### src/rtl/pipeline_hazard_sequencer_if.sv
// Control bundle between decode/forwarding logic and the hazard sequencer.
// The master side (decode, MDU, trap unit, bus) drives the event inputs; the
// slave side (the sequencer) returns per-register enable/clear, PC enable and status.
interface pipeline_hazard_sequencer_if #(
    parameter int NUM_PIPE_REGS = 4,
    parameter int REG_ADDR_W    = 5
);
    logic [REG_ADDR_W-1:0]    rs1_id;
    logic [REG_ADDR_W-1:0]    rs2_id;
    logic                     use_rs1_id;
    logic                     use_rs2_id;
    logic                     mem_read_exe;
    logic [REG_ADDR_W-1:0]    rd_exe;
    logic                     mdu_op_id;
    logic [REG_ADDR_W-1:0]    rd_id;
    logic                     mdu_wb_valid;
    logic [REG_ADDR_W-1:0]    mdu_wb_rd;
    logic                     pc_sel_mem;
    logic                     trap_taken;
    logic                     mret_exec;
    logic                     stall_pipl;

    logic [NUM_PIPE_REGS-1:0] stage_en;
    logic [NUM_PIPE_REGS-1:0] stage_clr;
    logic                     pc_reg_en;
    logic                     mdu_busy;
    logic [2:0]               hazard_cause;
    logic                     sb_error;

    modport master (
        output rs1_id, rs2_id, use_rs1_id, use_rs2_id, mem_read_exe, rd_exe,
               mdu_op_id, rd_id, mdu_wb_valid, mdu_wb_rd, pc_sel_mem,
               trap_taken, mret_exec, stall_pipl,
        input  stage_en, stage_clr, pc_reg_en, mdu_busy, hazard_cause, sb_error
    );

    modport slave (
        input  rs1_id, rs2_id, use_rs1_id, use_rs2_id, mem_read_exe, rd_exe,
               mdu_op_id, rd_id, mdu_wb_valid, mdu_wb_rd, pc_sel_mem,
               trap_taken, mret_exec, stall_pipl,
        output stage_en, stage_clr, pc_reg_en, mdu_busy, hazard_cause, sb_error
    );
endinterface

### src/rtl/pipeline_hazard_sequencer.sv
// Pipeline hazard sequencer: turns load-use, MDU scoreboard, branch, trap/MRET
// and external-stall events into per-register enable/clear and PC enable.
// All control outputs are combinational from current state and inputs; the
// flush FSM and the MDU scoreboard advance on the rising clock edge.
module pipeline_hazard_sequencer #(
    parameter int NUM_PIPE_REGS = 4,
    parameter int BRANCH_STAGE  = 3,
    parameter int FLUSH_CYCLES  = 2,
    parameter int MAX_MDU_OUT   = 2,
    parameter int REG_ADDR_W    = 5
) (
    input  logic                        clk,
    input  logic                        reset,
    pipeline_hazard_sequencer_if.slave  bus
);
    localparam int NUM_REGS = 2 ** REG_ADDR_W;
    localparam int CTR_W    = (FLUSH_CYCLES > 1) ? $clog2(FLUSH_CYCLES) : 1;
    localparam int CNT_W    = $clog2(MAX_MDU_OUT + 1);

    localparam logic [CTR_W-1:0] CTR_RELOAD = CTR_W'(FLUSH_CYCLES - 1);
    localparam logic [CNT_W-1:0] CNT_MAX    = CNT_W'(MAX_MDU_OUT);

    localparam logic [2:0] CAUSE_NONE   = 3'd0;
    localparam logic [2:0] CAUSE_LOAD   = 3'd1;
    localparam logic [2:0] CAUSE_MDU    = 3'd2;
    localparam logic [2:0] CAUSE_BRANCH = 3'd3;
    localparam logic [2:0] CAUSE_FLUSH  = 3'd4;
    localparam logic [2:0] CAUSE_EXT    = 3'd5;

    typedef enum logic [0:0] {
        ST_RUN   = 1'b0,
        ST_FLUSH = 1'b1
    } state_t;

    state_t                 state_q, state_d;
    logic [CTR_W-1:0]       ctr_q, ctr_d;
    logic [NUM_REGS-1:0]    sb_q, sb_d;
    logic [CNT_W-1:0]       cnt_q, cnt_d;
    logic                   err_q, err_d;

    logic [NUM_PIPE_REGS-1:0] flush_mask;
    logic [NUM_PIPE_REGS-1:0] branch_mask;
    logic [NUM_PIPE_REGS-1:0] en_c;
    logic [NUM_PIPE_REGS-1:0] clr_c;
    logic                     pc_en_c;
    logic [2:0]               cause_c;

    logic wb_ok;
    logic wb_bad;
    logic rs1_busy;
    logic rs2_busy;
    logic mdu_hz;
    logic load_hz;
    logic issue;
    logic redirect;

    // Trap/MRET clears every register except MEM/WB; a taken branch clears up to BRANCH_STAGE.
    for (genvar gi = 0; gi < NUM_PIPE_REGS; gi++) begin : g_mask
        assign flush_mask[gi]  = (gi < NUM_PIPE_REGS - 1);
        assign branch_mask[gi] = (gi < BRANCH_STAGE);
    end

    assign redirect = bus.trap_taken | bus.mret_exec;

    // A write-back is legal only with an op outstanding and, for a real register, its busy bit set.
    assign wb_ok  = bus.mdu_wb_valid && (cnt_q != '0) &&
                    ((bus.mdu_wb_rd == '0) || sb_q[bus.mdu_wb_rd]);
    assign wb_bad = bus.mdu_wb_valid && !wb_ok;

    // A same-cycle write-back releases its register before the source check.
    assign rs1_busy = sb_q[bus.rs1_id] && !(wb_ok && (bus.mdu_wb_rd == bus.rs1_id));
    assign rs2_busy = sb_q[bus.rs2_id] && !(wb_ok && (bus.mdu_wb_rd == bus.rs2_id));

    assign mdu_hz  = (bus.use_rs1_id && rs1_busy) || (bus.use_rs2_id && rs2_busy) ||
                     (bus.mdu_op_id && (cnt_q == CNT_MAX));
    assign load_hz = bus.mem_read_exe && (bus.rd_exe != '0) &&
                     ((bus.use_rs1_id && (bus.rs1_id == bus.rd_exe)) ||
                      (bus.use_rs2_id && (bus.rs2_id == bus.rd_exe)));

    // Flush FSM next state and prioritised pipeline control outputs.
    always_comb begin
        state_d = state_q;
        ctr_d   = ctr_q;
        en_c    = '1;
        clr_c   = '0;
        pc_en_c = 1'b1;
        cause_c = CAUSE_NONE;
        if (reset) begin
            clr_c   = '1;
            pc_en_c = 1'b0;
        end else if (redirect) begin
            clr_c   = flush_mask;
            cause_c = CAUSE_FLUSH;
            state_d = ST_FLUSH;
            ctr_d   = CTR_RELOAD;
        end else if (bus.stall_pipl) begin
            en_c    = '0;
            pc_en_c = 1'b0;
            cause_c = CAUSE_EXT;
        end else if (state_q == ST_FLUSH) begin
            clr_c   = flush_mask;
            cause_c = CAUSE_FLUSH;
            if (ctr_q == '0) begin
                state_d = ST_RUN;
            end else begin
                ctr_d = ctr_q - CTR_W'(1);
            end
        end else if (bus.pc_sel_mem) begin
            clr_c   = branch_mask;
            cause_c = CAUSE_BRANCH;
        end else if (mdu_hz || load_hz) begin
            en_c[0]  = 1'b0;
            clr_c[1] = 1'b1;
            pc_en_c  = 1'b0;
            cause_c  = mdu_hz ? CAUSE_MDU : CAUSE_LOAD;
        end
    end

    // An MDU op leaves ID only when it actually advances into ID/EXE as a live instruction.
    assign issue = !reset && bus.mdu_op_id && en_c[1] && !clr_c[1] &&
                   (state_q == ST_RUN) && !bus.stall_pipl;

    // Scoreboard, outstanding count and sticky error next state.
    always_comb begin
        sb_d  = sb_q;
        cnt_d = cnt_q;
        err_d = err_q | wb_bad;
        if (wb_ok && (bus.mdu_wb_rd != '0)) begin
            sb_d[bus.mdu_wb_rd] = 1'b0;
        end
        if (issue && (bus.rd_id != '0)) begin
            sb_d[bus.rd_id] = 1'b1;
        end
        if (issue && !wb_ok && (cnt_q != CNT_MAX)) begin
            cnt_d = cnt_q + CNT_W'(1);
        end else if (!issue && wb_ok) begin
            cnt_d = cnt_q - CNT_W'(1);
        end
    end

    // State register with synchronous reset.
    always_ff @(posedge clk) begin
        if (reset) begin
            state_q <= ST_RUN;
            ctr_q   <= '0;
            sb_q    <= '0;
            cnt_q   <= '0;
            err_q   <= 1'b0;
        end else begin
            state_q <= state_d;
            ctr_q   <= ctr_d;
            sb_q    <= sb_d;
            cnt_q   <= cnt_d;
            err_q   <= err_d;
        end
    end

    assign bus.stage_en     = en_c;
    assign bus.stage_clr    = clr_c;
    assign bus.pc_reg_en    = pc_en_c;
    assign bus.hazard_cause = cause_c;
    assign bus.mdu_busy     = !reset && (cnt_q != '0);
    assign bus.sb_error     = err_q;
endmodule

### src/flat_wrapper.sv
// flat-port wrapper written by rule: the top's interface ports become plain ports
module pipeline_hazard_sequencer_flat 
#(
    parameter int NUM_PIPE_REGS = 4,
    parameter int BRANCH_STAGE  = 3,
    parameter int FLUSH_CYCLES  = 2,
    parameter int MAX_MDU_OUT   = 2,
    parameter int REG_ADDR_W    = 5
)
  (clk, reset, bus_rs1_id, bus_rs2_id, bus_use_rs1_id, bus_use_rs2_id, bus_mem_read_exe, bus_rd_exe, bus_mdu_op_id, bus_rd_id, bus_mdu_wb_valid, bus_mdu_wb_rd, bus_pc_sel_mem, bus_trap_taken, bus_mret_exec, bus_stall_pipl, bus_stage_en, bus_stage_clr, bus_pc_reg_en, bus_mdu_busy, bus_hazard_cause, bus_sb_error);
  pipeline_hazard_sequencer_if #(.NUM_PIPE_REGS(NUM_PIPE_REGS), .REG_ADDR_W(REG_ADDR_W)) bus_i ();
  input  logic clk;
  input  logic reset;
  input wire logic [$bits(bus_i.rs1_id)-1:0] bus_rs1_id;
  input wire logic [$bits(bus_i.rs2_id)-1:0] bus_rs2_id;
  input wire logic [$bits(bus_i.use_rs1_id)-1:0] bus_use_rs1_id;
  input wire logic [$bits(bus_i.use_rs2_id)-1:0] bus_use_rs2_id;
  input wire logic [$bits(bus_i.mem_read_exe)-1:0] bus_mem_read_exe;
  input wire logic [$bits(bus_i.rd_exe)-1:0] bus_rd_exe;
  input wire logic [$bits(bus_i.mdu_op_id)-1:0] bus_mdu_op_id;
  input wire logic [$bits(bus_i.rd_id)-1:0] bus_rd_id;
  input wire logic [$bits(bus_i.mdu_wb_valid)-1:0] bus_mdu_wb_valid;
  input wire logic [$bits(bus_i.mdu_wb_rd)-1:0] bus_mdu_wb_rd;
  input wire logic [$bits(bus_i.pc_sel_mem)-1:0] bus_pc_sel_mem;
  input wire logic [$bits(bus_i.trap_taken)-1:0] bus_trap_taken;
  input wire logic [$bits(bus_i.mret_exec)-1:0] bus_mret_exec;
  input wire logic [$bits(bus_i.stall_pipl)-1:0] bus_stall_pipl;
  output wire logic [$bits(bus_i.stage_en)-1:0] bus_stage_en;
  output wire logic [$bits(bus_i.stage_clr)-1:0] bus_stage_clr;
  output wire logic [$bits(bus_i.pc_reg_en)-1:0] bus_pc_reg_en;
  output wire logic [$bits(bus_i.mdu_busy)-1:0] bus_mdu_busy;
  output wire logic [$bits(bus_i.hazard_cause)-1:0] bus_hazard_cause;
  output wire logic [$bits(bus_i.sb_error)-1:0] bus_sb_error;
  assign bus_i.rs1_id = bus_rs1_id;
  assign bus_i.rs2_id = bus_rs2_id;
  assign bus_i.use_rs1_id = bus_use_rs1_id;
  assign bus_i.use_rs2_id = bus_use_rs2_id;
  assign bus_i.mem_read_exe = bus_mem_read_exe;
  assign bus_i.rd_exe = bus_rd_exe;
  assign bus_i.mdu_op_id = bus_mdu_op_id;
  assign bus_i.rd_id = bus_rd_id;
  assign bus_i.mdu_wb_valid = bus_mdu_wb_valid;
  assign bus_i.mdu_wb_rd = bus_mdu_wb_rd;
  assign bus_i.pc_sel_mem = bus_pc_sel_mem;
  assign bus_i.trap_taken = bus_trap_taken;
  assign bus_i.mret_exec = bus_mret_exec;
  assign bus_i.stall_pipl = bus_stall_pipl;
  assign bus_stage_en = bus_i.stage_en;
  assign bus_stage_clr = bus_i.stage_clr;
  assign bus_pc_reg_en = bus_i.pc_reg_en;
  assign bus_mdu_busy = bus_i.mdu_busy;
  assign bus_hazard_cause = bus_i.hazard_cause;
  assign bus_sb_error = bus_i.sb_error;
  pipeline_hazard_sequencer #(.NUM_PIPE_REGS(NUM_PIPE_REGS), .BRANCH_STAGE(BRANCH_STAGE), .FLUSH_CYCLES(FLUSH_CYCLES), .MAX_MDU_OUT(MAX_MDU_OUT), .REG_ADDR_W(REG_ADDR_W)) u_core (.clk(clk), .reset(reset), .bus(bus_i));
endmodule
### config.mk
export PLATFORM = sky130hd
export DESIGN_NAME = pipeline_hazard_sequencer_flat
export DESIGN_NICKNAME = d
export VERILOG_FILES = /design/src/rtl/pipeline_hazard_sequencer_if.sv /design/src/rtl/pipeline_hazard_sequencer.sv /design/src/flat_wrapper.sv
export SDC_FILE = /design/constraint.sdc
export NUM_CORES = 1
export LEC_CHECK = 0
export ABC_CLOCK_PERIOD_IN_PS = 3200
export CAP_MARGIN = 20
export CORE_MARGIN = 3
export CORE_UTILIZATION = 30
export CTS_BUF_LIST = sky130_fd_sc_hd__clkbuf_16
export DETAILED_ROUTE_END_ITERATION = 10
export PLACE_DENSITY_LB_ADDON = 0.12
export SLEW_MARGIN = 10
export SYNTH_ARGS = -nofsm -noshare
export SYNTH_HDL_FRONTEND = slang
export SYNTH_SLANG_ARGS = --single-unit
### constraint.sdc
create_clock -name clk -period 3.2 [get_ports clk]
set_input_delay 0.64 -clock clk [delete_from_list [all_inputs] [get_ports clk]]
set_output_delay 0.64 -clock clk [all_outputs]
set_load 0.02 [all_outputs]
-- Word level (Yosys, flattened, before mapping)
Index checks and enable logic that the tools add are counted.
- bitwise logic cells: 6
- eq/ne operators: 7
- multiplexer cells: 46
- magnitude comparators: 6
- reduce and logical (&&, ||, !) cells: 47
- $add $sub $neg: 3
- operators by type and width (kind ; count):
    32-bit two-way mux ; 2
    32-bit AND ; 1
    32-bit inverter ; 1
    32-bit OR ; 1
    1-bit logical AND ; 27
    5-bit by 6-bit less-than comparator with 1-bit output (second input constant) ; 4
    4-bit two-way mux ; 6
    1-bit two-way mux ; 23
    3-bit two-way mux ; 7
    5-bit == test ; 4
    1-bit binary-select mux with 5-bit select ; 3
    5-bit nonzero test ; 3
    1-bit demux with 5-bit select ; 2
    5-bit by 1-bit greater-or-equal comparator with 1-bit output (second input constant) ; 2
    1-bit logical NOT ; 7
    2-bit two-way mux ; 3
    2-bit nonzero test ; 3
    5-bit logical NOT ; 1
    1-bit logical OR ; 5
    2-bit by 1-bit adder with 2-bit output (second input constant) ; 1
    2-bit == test (second input constant) ; 1
    2-bit by 1-bit inequality test with 1-bit output (second input constant) ; 1
    2-bit inequality test (second input constant) ; 1
    1-bit OR ; 2
    other kinds (4) ; 4
- logic and storage cells: 120
- input bits: 36
- output and inout port bits: 14
- flip-flop bits (word level): 37

-- Logic depth before layout (Yosys ltp)
- word-level depth: 25
- mapped depth: 11
- mapped depth without buffers: 8

-- Worst setup path before layout
Ideal clock, no wire load.
- path type: input -> output
- start: input bus_rs1_id[1]
- end: output bus_stage_en[0]
- required time: 2.560 ns
- arrival time: 3.026 ns
- setup slack: -0.466 ns
- cell stages on the path: 8
- buffers on the path: 1
- cell sequence: buf_6 > mux4_1 > mux2_2 > o311a_1 > and3_4 > a221o_2 > nand2b_1 > o21ai_0
- longest elaborated chain between the ends: 14
- elaborated cells on any way between the ends: 20
- ends and longest elaborated chain (element ; line ; source):
    from (decl) ; flat_wrapper.sv:14 ; input wire logic [$bits(bus_i.rs1_id)-1:0] bus_rs1_id;
    branches (longest 7 deep; another with 1-bit binary-select mux with 5-bit select) ; - ;
    1-bit logical OR * ; pipeline_hazard_sequencer.sv:111 ; end else if (mdu_hz || load_hz) begin
    1-bit two-way mux * ; pipeline_hazard_sequencer.sv:111 ;
    1-bit two-way mux * ; pipeline_hazard_sequencer.sv:108 ; end else if (bus.pc_sel_mem) begin
    1-bit two-way mux * ; pipeline_hazard_sequencer.sv:100 ; end else if (state_q == ST_FLUSH) begin
    1-bit two-way mux * ; pipeline_hazard_sequencer.sv:96 ; end else if (bus.stall_pipl) begin
    4-bit two-way mux * ; pipeline_hazard_sequencer.sv:91 ; end else if (redirect) begin
    4-bit two-way mux * ; pipeline_hazard_sequencer.sv:88 ; if (reset) begin
    to (decl) ; flat_wrapper.sv:28 ; output wire logic [$bits(bus_i.stage_en)-1:0] bus_stage_en;
Every way passes the cells marked *. The select of a mux whose other input is x is not followed.

-- Worst setup path after layout
- start: input bus_rs1_id[1]
- end: output bus_pc_reg_en
- longest elaborated chain between the ends: 14
- elaborated cells on any way between the ends: 20
- ends and longest elaborated chain (element ; line ; source):
    branches (longest 7 deep; another with 1-bit binary-select mux with 5-bit select) ; - ;
    1-bit logical OR * ; pipeline_hazard_sequencer.sv:111 ;
    1-bit two-way mux * ; pipeline_hazard_sequencer.sv:111 ;
    1-bit two-way mux * ; pipeline_hazard_sequencer.sv:108 ;
    1-bit two-way mux * ; pipeline_hazard_sequencer.sv:100 ;
    1-bit two-way mux * ; pipeline_hazard_sequencer.sv:96 ;
    1-bit two-way mux * ; pipeline_hazard_sequencer.sv:91 ;
    1-bit two-way mux * ; pipeline_hazard_sequencer.sv:88 ;
    to (decl) ; flat_wrapper.sv:30 ; output wire logic [$bits(bus_i.pc_reg_en)-1:0] bus_pc_reg_en;
Marked as above.

==> metrics.txt <==
status finished with violations; failing checks setup timing; Synth Register Bits 37; worst-path maximum fanout 4; drt pass-1 iters 4; Worst-Skew Late Latency 0.28 ns; Worst Hold Path Cells 2; Post-Syn Area 2820 sq um; Hold-fix buffers, CTS 0; synth unique cells 50; initial drt markers 170; Fin Hold WS 0.473 ns; commonest cells after routing, fill and taps aside buf_4 (73), dfxtp_1 (37), clkdlybuf4s50_1 (33), o21ai_0 (27), o311ai_0 (24); Max-cap violations 0; Worst Reg-to-Reg Cells 11; I/O Buffers 49; final setup fails 5; CTS buffer count 5; most common cell after layout, fill and taps aside buf_4; CP startpoint kind primary input; Crit Reg-Reg Startpoint u_core.sb_q[11]$_SDFF_PP0_; EDFF count, synth 0; Die Span X 103 um; Via Count 2,865; Hold Crit Class reg -> reg; initial antenna violation count 0; slew margin rel. 0.603; crit-path max cell delay 0.48 ns; Peak Freq 0.289 GHz; Die H 103 um; Via-to-Cell Ratio 5.58; Final Slew Violations 0; Worst path slowest cell mux4_2; Mapped Cells 296; grt ovf 0; Yosys top cell area share 0.262; worst hold path endpoint u_core.bus.sb_error$_SDFF_PP0_; Yosys warnings 0; Required @ worst endpoint 2.56 ns; Final Instance Area 4140 sq um; All-Layer GR Usage 0.193; RSZ-0062 raised after global routing yes; post-synth top area cell dfxtp_1; crit-path cells buf_8 -> mux4_2 -> mux2_4 -> o311a_1 -> and3_4 -> a221o_2 -> nand2b_4 -> a31oi_4 -> buf_6; post-synthesis sequential area ratio 0.262; FP Rows 34; average cell area after synthesis 9.54 sq um; largest net degree at the start of global routing 33; area delta synth->final 46.6%; part of the cycle the worst path needs 1.08; Worst-path clk slew 0.06 ns; TritonCTS clock tree built; Hold Violations, Final 0; layout net count 440; WL final 10,100 um; core area 8930 sq um; Initial Util 0.316; setup ws final -0.263 ns; HP Start u_core.bus.sb_error$_SDFF_PP0_; vias in the first global route 2,806; clock skew 0.00568 ns; Most used DFF post-synth dfxtp_1; dpl cell area 3910 sq um; post-synthesis async set-or-reset flop share 0; Leak 1.60 nW; R2R Setup Slk 0.35 ns; CTS H-tree lvls 2; Root Buffer clkbuf_16; TritonCTS Sinks 37; wire length of the first global-routing pass 15,300 um; Wirelength per Cell 19.6 um; Die Area 10,600 sq um; Slew @ Worst Pin 0.589 ns; WS Path Type in -> out; buffer levels on the longest clock path 2; ranking of synthesized cells by area dfxtp_1 (26%), mux4_2 (8.0%), mux4_1 (7.4%); DP HPWL 7960 um; reg2reg end u_core.sb_q[22]$_SDFF_PP0_; CP arrival 2.82 ns; diode count 0; # DRC 0; Max VDD drop 0.170 mV; Mapped Nets 332; fin crit period 3.46 ns; Placer Congestion 0.873; Pwr Total 1.31 mW; Top Ports 50; share of layout cells above drive strength 1 0.353; PD cells 316 nW/um^2; Crit. End Element primary output; ANT nets after route 0
==> critical path: cells and delay by family <==
family	cells	cell delay, ns
simple gates	2	0.36
buf+inv	2	0.23
mux	2	0.75
compound gates	3	0.84
==> flip-flops by register name, summed over array words and instances (netlist names) <==
| signal | flops |
|---|---|
| u_core.cnt_q | 2 |
| u_core.sb_q | 32 |
| u_core.ctr_q | 1 |
| u_core.state_q | 1 |
| u_core.bus.sb_error | 1 |
==> through the flow <==
| step | TNS, ns | setup slack (ns) | std cells | util |
|---|---|---|---|---|
| 2_1_floorplan | -0.426 | -0.161 | 296 | - |
| 3_3_place_gp | -17.73 | -1.30 | 501 | 0.437 |
| 3_5_place_dp | -18.26 | -1.32 | 501 | 0.437 |
| 4_1_cts | -1.41 | -0.345 | 511 | 0.460 |
| 5_1_grt | -1.43 | -0.338 | 513 | 0.463 |
| 6_report | -1.06 | -0.263 | 513 | 0.463 |
==> kinds of logic (layout without fill, tap and decap cells) <==
kind of cell              count (synthesis)  in the layout  synth area share
AOI/OAI and AO/OA                        91             91             0.229
xor gates and xnor gates                 22             22            0.0683
buffers and inverters                    31            140            0.0554
DFF                                      37             37             0.262
muxes                                    36             36             0.219
and+or+nand+nor                          79             79             0.167
==> power by group <==
group	switching [mW]	internal (mW)
registers	0.00179	0.464
logic	0.136	0.138
clock network	0.200	0.369
total	0.338	0.970
==> per-layer routing <==
layer | vias up | global-route usage | wire length (um)
met2 | 78 | 0.306 | 4650
met1 | 1391 | 0.276 | 4920
met4 | 0 | 0.0398 | 81
met5 | - | 0 | 0
met3 | 6 | 0.0318 | 413
li1 | 1390 | - | -
==> timing repair <==
action,4_1_cts,5_1_grt
pin swaps,6,13
buffers inserted,2,3
endpoints found under the setup margin,37,21
resized for setup,68,27
endpoints found under the hold margin,0,0
==> worst max path at each step <==
stage | from | depth (start not counted) | end | slack (ns)
6_report | bus_rs1_id[1] | 9 | bus_pc_reg_en | -0.26
3_3_place_gp | bus_rs1_id[1] | 9 | bus_pc_reg_en | -1.30
4_1_cts | bus_rs2_id[0] | 10 | bus_pc_reg_en | -0.34
5_1_grt | bus_rs1_id[1] | 9 | bus_pc_reg_en | -0.34
3_5_place_dp | bus_rs1_id[1] | 9 | bus_pc_reg_en | -1.32
2_1_floorplan | bus_rs1_id[1] | 8 | bus_pc_reg_en | -0.16
==> synth_stat cells (6+ instances only) <==
library cell / instances
mux4_1: 8
clkbuf_1: 11
xor2_1: 12
o31ai_1: 8
o311ai_0: 24
nor3_1: 8
nand2_1: 11
o211ai_1: 7
nand3b_1: 7
mux2i_1: 17
inv_1: 6
dfxtp_1: 37
nor2_1: 13
xnor2_1: 10
mux4_2: 10
o21ai_0: 32
buf_2: 8
==> final cells by class <==
class | instances | area, sq um
Clock inverter | 3 | 46.3
Timing Repair Buffer | 126 | 1070
Fill cell | 880 | 4800
Sequential cell | 37 | 741
Inverter | 6 | 22.5
Multi-Input combinational cell | 228 | 2000
Tap cell | 108 | 135
Clock buffer | 5 | 125
Power figures use the tool's default switching activity.
